**src/rtl/data_path.sv**
```systemverilog
// TI170 8-bit datapath: IR/MAR/PC/A/B/CCR, Bus1/Bus2 muxes, ALU; `DATAPATH_ALU_EXT_EN enables INC/DEC/XOR/NOT.
// Latency: buses, ALU and to_memory are combinational; register loads are visible one cycle after the strobe.
// Backpressure: none; strobes are single-cycle levels sampled on the rising clock edge.
module data_path (
    input  logic       clock,
    input  logic       reset,
    input  logic       IR_Load,
    input  logic       MAR_Load,
    input  logic       PC_Load,
    input  logic       PC_Inc,
    input  logic       A_Load,
    input  logic       B_Load,
    input  logic       CCR_Load,
    input  logic [2:0] ALU_Sel,
    input  logic [1:0] Bus1_Sel,
    input  logic [1:0] Bus2_Sel,
    input  logic [7:0] from_memory,
    output logic [7:0] address,
    output logic [7:0] to_memory,
    output logic [7:0] IR,
    output logic [3:0] CCR_Result
);

    logic [7:0] ir_q,  ir_d;
    logic [7:0] mar_q, mar_d;
    logic [7:0] pc_q,  pc_d;
    logic [7:0] a_q,   a_d;
    logic [7:0] b_q,   b_d;
    logic [3:0] ccr_q, ccr_d;

    logic [7:0] bus1;
    logic [7:0] bus2;
    logic [7:0] alu_x;
    logic [7:0] alu_y;
    logic [8:0] alu_wide;
    logic [7:0] alu_res;
    logic       alu_v;
    logic       alu_c;
    logic       alu_flags_ok;

    always_comb begin
        bus1 = 8'h00;
        case (Bus1_Sel)
            2'b00:   bus1 = pc_q;
            2'b01:   bus1 = a_q;
            2'b10:   bus1 = b_q;
            default: bus1 = 8'h00;
        endcase
    end

    assign alu_x = b_q;
    assign alu_y = bus1;

    // C holds carry for add-type ops and borrow for subtract-type ops; bit 8 of the
    // 9-bit difference is exactly the borrow.
    always_comb begin
        alu_wide     = 9'h000;
        alu_res      = 8'h00;
        alu_v        = 1'b0;
        alu_c        = 1'b0;
        alu_flags_ok = 1'b1;
        case (ALU_Sel)
            3'b000: begin
                alu_wide = {1'b0, alu_x} + {1'b0, alu_y};
                alu_res  = alu_wide[7:0];
                alu_c    = alu_wide[8];
                alu_v    = (alu_x[7] == alu_y[7]) && (alu_res[7] != alu_x[7]);
            end
            3'b001: begin
                alu_wide = {1'b0, alu_x} - {1'b0, alu_y};
                alu_res  = alu_wide[7:0];
                alu_c    = alu_wide[8];
                alu_v    = (alu_x[7] != alu_y[7]) && (alu_res[7] != alu_x[7]);
            end
            3'b010: alu_res = alu_x & alu_y;
            3'b011: alu_res = alu_x | alu_y;
`ifdef DATAPATH_ALU_EXT_EN
            3'b100: begin
                alu_wide = {1'b0, alu_x} + 9'd1;
                alu_res  = alu_wide[7:0];
                alu_c    = alu_wide[8];
                alu_v    = alu_res[7] & ~alu_x[7];
            end
            3'b101: begin
                alu_wide = {1'b0, alu_x} - 9'd1;
                alu_res  = alu_wide[7:0];
                alu_c    = alu_wide[8];
                alu_v    = alu_x[7] & ~alu_res[7];
            end
            3'b110: alu_res = alu_x ^ alu_y;
            default: alu_res = ~alu_x;
`else
            // Extended codes are unimplemented: zero result and the CCR is left alone.
            default: begin
                alu_res      = 8'h00;
                alu_flags_ok = 1'b0;
            end
`endif
        endcase
    end

    always_comb begin
        bus2 = 8'h00;
        case (Bus2_Sel)
            2'b00:   bus2 = alu_res;
            2'b01:   bus2 = bus1;
            2'b10:   bus2 = from_memory;
            default: bus2 = 8'h00;
        endcase
    end

    always_comb begin
        ir_d  = IR_Load  ? bus2 : ir_q;
        mar_d = MAR_Load ? bus2 : mar_q;
        a_d   = A_Load   ? bus2 : a_q;
        b_d   = B_Load   ? bus2 : b_q;
        pc_d  = pc_q;
        if (PC_Load) begin
            pc_d = bus2;
        end else if (PC_Inc) begin
            pc_d = pc_q + 8'd1;
        end
        ccr_d = ccr_q;
        if (CCR_Load && alu_flags_ok) begin
            ccr_d = {alu_res[7], (alu_res == 8'h00), alu_v, alu_c};
        end
    end

    always_ff @(posedge clock or negedge reset) begin
        if (!reset) begin
            ir_q  <= 8'h00;
            mar_q <= 8'h00;
            pc_q  <= 8'h00;
            a_q   <= 8'h00;
            b_q   <= 8'h00;
            ccr_q <= 4'h0;
        end else begin
            ir_q  <= ir_d;
            mar_q <= mar_d;
            pc_q  <= pc_d;
            a_q   <= a_d;
            b_q   <= b_d;
            ccr_q <= ccr_d;
        end
    end

    assign address    = mar_q;
    assign to_memory  = bus1;
    assign IR         = ir_q;
    assign CCR_Result = ccr_q;

endmodule

```
**config.mk**
```make
export PLATFORM = sky130hd
export DESIGN_NAME = data_path
export DESIGN_NICKNAME = d
export VERILOG_FILES = /design/src/rtl/data_path.sv
export SDC_FILE = /design/constraint.sdc
export NUM_CORES = 1
export LEC_CHECK = 0
export ABC_AREA = 0
export BUFFER_PORTS_ARGS = -buffer_cell sky130_fd_sc_hd__buf_2
export CORE_UTILIZATION = 33
export CTS_CLUSTER_SIZE = 10
export DETAILED_ROUTE_END_ITERATION = 10
export GPL_TIMING_DRIVEN = 0
export MAX_ROUTING_LAYER = met4
export PLACE_DENSITY = 0.6
export SYNTH_ARGS = -nofsm -noshare
export SYNTH_HDL_FRONTEND = slang
export SYNTH_SLANG_ARGS = --single-unit
```
**constraint.sdc**
```tcl
create_clock -name clock -period 8.26 [get_ports clock]
set_input_delay 0.826 -clock clock [delete_from_list [all_inputs] [get_ports clock]]
set_output_delay 0.826 -clock clock [all_outputs]
set_load 0.01 [all_outputs]
```
==> results.toml <==
[run_status]
status = "complete, no violations"

[pwr]
power.share.sequential = 0.384
p_clk_frac = 0.253
swShare = 0.360
p_per_area_mw_per_mm2 = 182
p_int_uw = 442
p_leak_nw = 1.74
comb_power_share = 0.363
peakVddDrop_mv = 0.129
p_switching_uw = 249

[critical_path]
critical_path_arrival_ps = 4200
cp-end-kind = "flop"
critPathSlowestCell = "o21ai_0"
crit_type = "in -> reg"
regToRegStartpoint = "pc_q[0]$_DFFE_PN0P_"
cp-start-kind = "input pin"
r2r_slack_ps = 4690
path_delay_family = "compound AO/OA/AOI/OAI gates"
max_stage_delay_ps = 590
critPathRequiredTime_ps = 8410
r2r-end = "address[4]$_DFFE_PN0P_"
critPathMaxFanout = 9
r2r_cells = 11
path_cells = "buf_2, nor2b_1, clkbuf_1, a21oi_1, inv_1, fa_1, a21o_1, a221oi_1, xnor2_1, o22ai_1, o21ai_0, a31oi_1"
crit_buf_inv = 3
cp-startpoint = "Bus1_Sel[0]"

[hold_path]
holdPathEnd = "CCR_Result[3]$_DFFE_PN0P_"
min-delay-start = "CCR_Result[3]$_DFFE_PN0P_"
min-delay-path-class = "reg -> reg"
holdPathStages = 2

[finish]
drive_gt1_frac = 0.176
synthToLayoutAreaGrowth_pct = 15.5
layout.nets = 484
diodes = 0

[global_route]
grt_pass1_wl_um = 15000
use_met3 = 0.0228
grt_pass1_vias = 3021
antenna_found_initial = 0
grt_max_degree = 45
grt_usage = 0.192
grt-busiest-layer = "met2"
grtUsageMet2 = 0.336
met1_usage = 0.222
grt_remaining_overflow = 0

[sta]
worst_pin_slew_ps = 982
rsz0062_at_grt = "no"
slew_violations = 0
finalCriticalPeriod_ps = 4050
clock.fmax_mhz = 247
hold_viol = 0
post-route-period-util = 0.490
holdWs_ps = 495
final.setup_skew_ps = 14.1
finalSetupTns_ps = 0
setup_viol = 0
maxSlewHeadroom = 0.345

[synthesis]
ys_async_sr_fraction = 1.00
syn_nets = 433
synthesis.area_mm2 = 0.00328
synth_top_flop_cell = "dfrtp_1"
synth_cell_type_count = 63
netlist_instances = 381
yosys_warnings = 0
synth_edf_count = 0
synth-seq-cells = 44
ys_seq_area_frac = 0.335
synth_area_per_cell_um2 = 8.61

[floorplanning]
initial_core_util = 0.339
die_h_um = 102
die_width_um = 102
coreArea_mm2 = 0.00968
rows = 36
ioPinCount = 52
die_area_mm2 = 0.0103

[clocking]
cts_max_level = 2
cts_tree = "done"
clkSlewWorstSetupHoldPaths_ps = 80
cts.path.max_buffers = 2
post_cts_buffers = 0
cts_sinks = 44
cts_root_buf = "clkbuf_8"
cts_buffers = 5
clk_latency_ps = 300
cts_hold_buf = 0
postCtsResizedCells = 0

[routing]
num_vias = 3002
drt_pass1_iterations = 4
ant_nets = 0
wl_per_cell_um = 15.7
routed_wl_um = 8900
drc = 0
viasPerCell = 5.30
drt_iter0_markers = 122

[placement]
place_hpwl_um = 6980
routabilityCongestion = 0.835
io_buffers = 44

[flow_run]
cap_viol_max_count = 0
-- power groups by stage --
stage | registers, mW | clock network (mW) | logic [mW]
5_1_grt | 0.270 | 0.188 | 0.282
3_3_place_gp | 0.268 | 0 | 0.243
6_report | 0.265 | 0.175 | 0.251
4_1_cts | 0.265 | 0.180 | 0.251
2_1_floorplan | 0.270 | 0 | 0.170
3_5_place_dp | 0.269 | 0 | 0.250
-- Yosys cell counts, types with 3 or more instances --
cell type      instances  area (µm²)
a211o_1                4        35.0
a211oi_1               5        37.5
a21o_1                 3        22.5
a21oi_1               39         195
a222oi_1               3        30.0
a22oi_1                5        37.5
a31oi_1               18         113
and2_1                 3        18.8
and3_1                 3        18.8
buf_4                  5        37.5
clkbuf_1               4        15.0
dfrtp_1               44        1100
dlygate4sd3_1          5        50.1
ha_1                  26         325
inv_1                 21        78.8
mux2i_1                9        90.1
nand2_1               22        82.6
nand2b_1               5        31.3
nand3_1                5        25.0
nand4_1                4        25.0
nor2_1                54         203
nor2b_1                5        31.3
nor3_1                11        55.1
o21ai_0               21         105
xnor2_1                6        52.6
xor2_1                 3        26.3
-- layout make-up --
class / instances / area, µm²
fill: 1013 / 5890
multi-input combinational: 295 / 1940
sequential: 44 / 1100
timing repair buffer: 44 / 220
tap: 133 / 166
buffer: 21 / 158
clock buffer: 6 / 82.6
inverter: 21 / 78.8
clock inverter: 2 / 38.8
-- metal layers --
metal | share of wire | wire (µm)
met1 | 0.44 | 3870
met2 | 0.51 | 4580
met3 | 0.024 | 215
met4 | 0.025 | 225
met5 | 0 | 0
-- cell families after synthesis --
kind of cell / Yosys count / share of synthesized area
AO/OA/AOI/OAI: 117 / 0.225
XOR/XNOR: 9 / 0.0240
adder cells (fa/ha/maj): 28 / 0.111
buffers and inverters: 42 / 0.0721
flip-flops: 44 / 0.335
multiplexers: 11 / 0.0377
AND/OR/NAND/NOR: 130 / 0.194
-- flip-flops by register name, summed over array words and instances, names as in the netlist --
signal / cells
IR: 8
a_q: 8
alu_x: 8
CCR_Result: 4
pc_q: 8
address: 8
-- cells in the final DEF, fill, tap and decap left out, drive strengths merged, types with 9 or more instances in the layout --
master  netlist  layout
o21ai        22      22
dfrtp        44      44
mux2i         9       9
buf          10      54
nor2         54      54
ha           26      26
a31oi        18      18
clkbuf        6      12
inv          21      21
a21oi        40      40
nand2        22      22
nor3         11      11
-- how the worst max path moves through the flow --
stage                                  end  slack, ps  cells after the start
floorplan                IR[4]$_DFFE_PN0P_       4410                     14
global placement         IR[6]$_DFFE_PN0P_       3940                     12
detailed placement    alu_x[6]$_DFFE_PN0P_       3900                     12
CTS                   alu_x[6]$_DFFE_PN0P_       4200                     12
global route        address[6]$_DFFE_PN0P_       3860                     12
finish                alu_x[6]$_DFFE_PN0P_       4210                     12
-- through the flow --
stage / total power [mW] / utilization / worst slack, ps / cells / instance area (µm²)
after CTS: 0.696 / 0.391 / 4200 / 566 / 3790
final: 0.691 / 0.391 / 4210 / 566 / 3790
after global placement: 0.511 / 0.379 / 3940 / 558 / 3670
after global routing: 0.740 / 0.391 / 3860 / 566 / 3790
after floorplan: 0.440 / - / 4410 / 381 / 3280
after detailed placement: 0.519 / 0.379 / 3900 / 558 / 3670
-- worst register-to-register path, delay by kind of cell (launching register included) --
kind            cells  cell delay [ps]
simple gates        2              510
mux                 1              100
fa+ha+maj           2              650
buf+inv             1               60
flops               1              460
compound gates      5             1660
Power figures use the tool's default switching activity.
